[src/rtl/mod_n_counter_if.sv]
// Control/status bundle for mod_n_counter: the driver uses master, the counter uses slave.
interface mod_n_counter_if #(
  parameter int WIDTH = 4
);
  logic             en;
  logic             up;
  logic             load;
  logic [WIDTH-1:0] load_val;
  logic             oneshot;
  logic             clr_sticky;
  logic [WIDTH-1:0] out;
  logic [WIDTH-1:0] gray;
  logic             tc;
  logic             wrapped;
  logic             done;

  modport master (
    output en, up, load, load_val, oneshot, clr_sticky,
    input  out, gray, tc, wrapped, done
  );

  modport slave (
    input  en, up, load, load_val, oneshot, clr_sticky,
    output out, gray, tc, wrapped, done
  );
endinterface

[src/rtl/mod_n_counter.sv]
// Modulo-N up/down counter with clamped load, one-shot stop, cascadable tc,
// sticky wrap flag and a registered Gray copy of the count.
module mod_n_counter #(
  parameter int WIDTH   = 4,
  parameter int MODULUS = 10
) (
  input  logic            clk,
  input  logic            rst,
  mod_n_counter_if.slave  bus
);
  // Working at WIDTH+1 bits keeps MODULUS = 2^WIDTH representable.
  localparam logic [WIDTH:0] MOD_X  = (WIDTH+1)'(MODULUS);
  localparam logic [WIDTH:0] ONE_X  = (WIDTH+1)'(1);
  localparam logic [WIDTH:0] LAST_X = MOD_X - ONE_X;

  logic [WIDTH:0]   out_x;
  logic [WIDTH:0]   term_x;
  logic             at_term;
  logic             count_edge;
  logic             wrap_evt;
  logic             stop_evt;
  logic [WIDTH-1:0] next_out;

  assign out_x      = {1'b0, bus.out};
  assign term_x     = bus.up ? LAST_X : '0;
  assign at_term    = (out_x == term_x);
  assign count_edge = bus.en & ~bus.done & ~bus.load;
  assign bus.tc     = count_edge & at_term;
  assign stop_evt   = bus.tc & bus.oneshot;
  assign wrap_evt   = bus.tc & ~bus.oneshot;

  always_comb begin
    next_out = bus.out;
    if (bus.load) begin
      if ({1'b0, bus.load_val} >= MOD_X) next_out = WIDTH'(LAST_X);
      else                               next_out = bus.load_val;
    end else if (count_edge) begin
      if (at_term) begin
        if (!bus.oneshot) next_out = bus.up ? '0 : WIDTH'(LAST_X);
      end else begin
        next_out = bus.up ? WIDTH'(out_x + ONE_X) : WIDTH'(out_x - ONE_X);
      end
    end
  end

  always_ff @(posedge clk or negedge rst) begin
    if (!rst) begin
      bus.out     <= '0;
      bus.gray    <= '0;
      bus.wrapped <= 1'b0;
      bus.done    <= 1'b0;
    end else begin
      bus.out  <= next_out;
      bus.gray <= next_out ^ (next_out >> 1);
      if (bus.load)     bus.done <= 1'b0;
      else if (stop_evt) bus.done <= 1'b1;
      // A wrap on the same edge as clr_sticky must leave the flag set.
      if (wrap_evt)            bus.wrapped <= 1'b1;
      else if (bus.clr_sticky) bus.wrapped <= 1'b0;
    end
  end
endmodule

[src/flat_wrapper.sv]
// flat-port wrapper written by rule: the top's interface ports become plain ports
module mod_n_counter_flat 
#(
  parameter int WIDTH   = 4,
  parameter int MODULUS = 10
)
  (clk, rst, bus_en, bus_up, bus_load, bus_load_val, bus_oneshot, bus_clr_sticky, bus_out, bus_gray, bus_tc, bus_wrapped, bus_done);
  mod_n_counter_if #(.WIDTH(WIDTH)) bus_i ();
  input  logic clk;
  input  logic rst;
  input wire logic [$bits(bus_i.en)-1:0] bus_en;
  input wire logic [$bits(bus_i.up)-1:0] bus_up;
  input wire logic [$bits(bus_i.load)-1:0] bus_load;
  input wire logic [$bits(bus_i.load_val)-1:0] bus_load_val;
  input wire logic [$bits(bus_i.oneshot)-1:0] bus_oneshot;
  input wire logic [$bits(bus_i.clr_sticky)-1:0] bus_clr_sticky;
  output wire logic [$bits(bus_i.out)-1:0] bus_out;
  output wire logic [$bits(bus_i.gray)-1:0] bus_gray;
  output wire logic [$bits(bus_i.tc)-1:0] bus_tc;
  output wire logic [$bits(bus_i.wrapped)-1:0] bus_wrapped;
  output wire logic [$bits(bus_i.done)-1:0] bus_done;
  assign bus_i.en = bus_en;
  assign bus_i.up = bus_up;
  assign bus_i.load = bus_load;
  assign bus_i.load_val = bus_load_val;
  assign bus_i.oneshot = bus_oneshot;
  assign bus_i.clr_sticky = bus_clr_sticky;
  assign bus_out = bus_i.out;
  assign bus_gray = bus_i.gray;
  assign bus_tc = bus_i.tc;
  assign bus_wrapped = bus_i.wrapped;
  assign bus_done = bus_i.done;
  mod_n_counter #(.WIDTH(WIDTH), .MODULUS(MODULUS)) u_core (.clk(clk), .rst(rst), .bus(bus_i));
endmodule
[config.mk]
export PLATFORM = sky130hd
export DESIGN_NAME = mod_n_counter_flat
export DESIGN_NICKNAME = d
export VERILOG_FILES = /design/src/rtl/mod_n_counter_if.sv /design/src/rtl/mod_n_counter.sv /design/src/flat_wrapper.sv
export SDC_FILE = /design/constraint.sdc
export NUM_CORES = 1
export LEC_CHECK = 0
export CAP_MARGIN = 0
export CORE_ASPECT_RATIO = 1.2
export CORE_MARGIN = 2
export CORE_UTILIZATION = 38
export CTS_CLUSTER_DIAMETER = 120
export DETAILED_ROUTE_END_ITERATION = 6
export PLACE_DENSITY_LB_ADDON = 0.25
export SLEW_MARGIN = 20
export SYNTH_ARGS = -nofsm -noshare
export SYNTH_HDL_FRONTEND = slang
export SYNTH_SLANG_ARGS = --single-unit
[constraint.sdc]
create_clock -name clk -period 1.71 [get_ports clk]
set_input_delay 0.342 -clock clk [delete_from_list [all_inputs] [get_ports clk]]
set_output_delay 0.342 -clock clk [all_outputs]
set_load 0.05 [all_outputs]
==> flow_summary_export.csv <==
group,metric,value,unit
global_routing,grt_pass1_vias,623,
clock_tree,h-tree-depth,1,
setup_path,r2r_cells,5,
detailed_routing,dr.pass1.iters,6,
timing,setup_ws,-82.2,ps
logic_synthesis,async_flop_share,100,%
die,num_io_pins,22,
finish,drive_gt1_share,45.0,%
global_routing,grt_pass1_wl,2760,um
clock_tree,cts_sinks,9,
setup_path,timing.rr.end,"u_core.bus.gray[0]$_DFF_PN0_",
detailed_routing,viasPerCell,5.21,
logic_synthesis,syn_avg_cell_area,9.18,um^2
logic_synthesis,yosys-top-cells-count,"dfrtp_1 (9), inv_1 (6), xnor2_1 (5)",
setup_path,r2r_start,"u_core.bus.out[1]$_DFF_PN0_",
logic_synthesis,syn_area,606,um^2
setup_path,worstSetupStartpointType,"input pin",
logic_synthesis,synth.largest_area_cell,"dfrtp_1",
power_and_ir_drop,p_leak,0.000490,uW
logic_synthesis,ys_top_cells_by_area,"dfrtp_1 (37%), xnor2_1 (7.2%), ha_1 (4.1%)",
timing,rsz0062_at_grt,"yes",
placement,gp_congestion,0.801,
setup_path,crit_chain,"clkdlybuf4s50_1 -> nand2b_1 -> buf_4 -> nor3_4 -> buf_12",
timing,finalClockSkew,2.57,ps
setup_path,cp_slowest_cell,"clkdlybuf4s50_1",
global_routing,track_usage,22.1,%
logic_synthesis,syn_nets,80,
run_status,failed_checks,"negative setup slack",
finish,final_util,71.7,%
job,drv_cap,0,
setup_path,cp.arrival,1450,ps
run_status,run_status,"complete, but fails checks",
setup_path,critPathTopFamily,"buffers and inverters",
timing,worstMarginPinSlew,397,ps
clock_tree,path_clk_slew,70,ps
power_and_ir_drop,power.density,988,nW/um^2
die,num_rows,15,
logic_synthesis,synth_cells,66,
die,start_util,41.4,%
setup_path,critical_path.max_fanout,3,
setup_path,slowest_delay,470,ps
timing,finalSetupViolations,2,
global_routing,antenna_found_initial,0,
timing,finalCritPeriodShare,105,%
timing,tns,-136,ps
global_routing,grt_start_max_net_pins,10,
clock_tree,cts_tree,"yes",
global_routing,grt_overflow,0,
die,core,1460,um^2
setup_path,crit_buf_inv,3,
logic_synthesis,synth-main-ff-cell,"dfrtp_1",
clock_tree,root_buffer,"clkbuf_4",
detailed_routing,vias,656,
setup_path,cp-end-kind,"output port",
power_and_ir_drop,irDropWorstVdd,0.000786,V
detailed_routing,wl_per_cell,13.1,um
hold_path,hp-class,"input pin to asynchronous set/reset pin",
die,die_area,1930,um^2
timing,hold_violations,0,
timing,post-route-min-period,1790,ps
setup_path,critical_path_class,"input pin to output port",
detailed_routing,drt_iter0_drc,10,
detailed_routing,ant_nets,0,
finish,nets,124,
die,die_x,40.4,um
setup_path,cp.required,1370,ps
die,die_h,47.7,um
placement,dp_hpwl,1260,um
logic_synthesis,synth_top_area_share,37.2,%
logic_synthesis,ys_warn_count,0,
clock_tree,cts_buffers,3,
timing,slew_headroom,73.5,%
logic_synthesis,synth_most_common_cell,"dfrtp_1",
logic_synthesis,ys_ff_latch,9,
logic_synthesis,ys_types,31,
detailed_routing,routed_wl,1660,um
timing,drv_slew,0,
finish,area.growth.synth_to_final,73.3,%
timing,fmax,0.558,GHz
finish,antenna_cells,0,
setup_path,regToRegSetupSlack,-50,ps
logic_synthesis,ys_seq_area_share,37.2,%
detailed_routing,remaining_drc_errors,0,
logic_synthesis,synth_edf_count,0,
clock_tree,clockBufferDepth,2,
clock_tree,clock_latency,270,ps
placement,io_buffers,21,
timing,hold_slack,361,ps
## report_power, final
| group | internal [uW] | total [uW] | leakage [uW] | switching (uW) |
|---|---|---|---|---|
| combinational | 246 | 575 | 0.000366 | 329 |
| sequential | 255 | 292 | 0.000106 | 36.3 |
| clock | 86.6 | 170 | 0.0000177 | 83.8 |
| total | 588 | 1040 | 0.000490 | 450 |
## stage by stage
stage | area, um^2 | total power (uW) | std cells | worst slack, ps
floorplan | 628 | 621 | 66 | -27.3
CTS | 1030 | 1020 | 124 | -104
finish | 1050 | 1040 | 126 | -82.2
global route | 1050 | 1100 | 126 | -131
detailed placement | 938 | 808 | 116 | -516
global placement | 938 | 799 | 116 | -433
## cells by family (layout without fill, tap and decap cells)
family	after synthesis	after routing	synth area share [%]
simple gates	20	20	17.1
fa+ha+maj	3	3	7.44
compound gates	18	18	21.7
mux	1	1	1.65
flops	9	9	37.2
xor+xnor	6	6	8.68
buf+inv	9	52	6.20
## cell usage in the layout, fill, tap and decap left out, drive strengths merged, types with 4 or more instances in the layout
| cell | n |
|---|---|
| a21oi | 4 |
| buf | 31 |
| clkdlybuf4s50 | 8 |
| dfrtp | 9 |
| inv | 6 |
| nand2 | 4 |
| nand2b | 4 |
| xnor2 | 5 |
## registers in the layout, indices dropped and copies added (netlist names)
register	flops
u_core.bus.done	1
u_core.bus.gray	4
u_core.bus.out	3
u_core.bus.wrapped	1
## worst reg2reg max path, cell delays in order, from the launching register on
cell and delay (ps):
dfrtp_2 450, or3b_4 390, o2111a_1 260, a311oi_2 290
xnor2_1 170, a21oi_1 90
## area by class of cell
class	count	area (um^2)
Clock buffer	3	22.5
Clock inverter	1	5.00
Fill cell	103	414
Inverter	7	26.3
Multi-Input combinational cell	48	390
Sequential cell	9	230
Tap cell	17	21.3
Timing Repair Buffer	41	354
## how the worst max path moves through the flow
stage / from / end / cells after the start
2_1_floorplan: u_core.bus.out[2]$_DFF_PN0_ / u_core.bus.gray[0]$_DFF_PN0_ / 5
6_report: bus_en / bus_tc / 5
4_1_cts: u_core.bus.out[2]$_DFF_PN0_ / bus_tc / 6
3_5_place_dp: bus_up / u_core.bus.gray[1]$_DFF_PN0_ / 7
3_3_place_gp: bus_up / u_core.bus.gray[1]$_DFF_PN0_ / 7
5_1_grt: u_core.bus.out[1]$_DFF_PN0_ / bus_tc / 5
## per-layer routing
metal,global-route usage (%),wire length (um),vias to the layer above
met5,0,0,-
met2,34.9,831,27
met1,27.4,687,309
li1,-,-,318
met3,8.84,110,2
met4,6.67,25,0
## timing repair
action	in CTS	in global routing
setup endpoints to repair	6	5
pin swaps	7	6
hold buffers	0	0
buffers inserted	4	2
resized for setup	10	1
hold endpoints to repair	0	0
(Power assumes the default switching activity.)
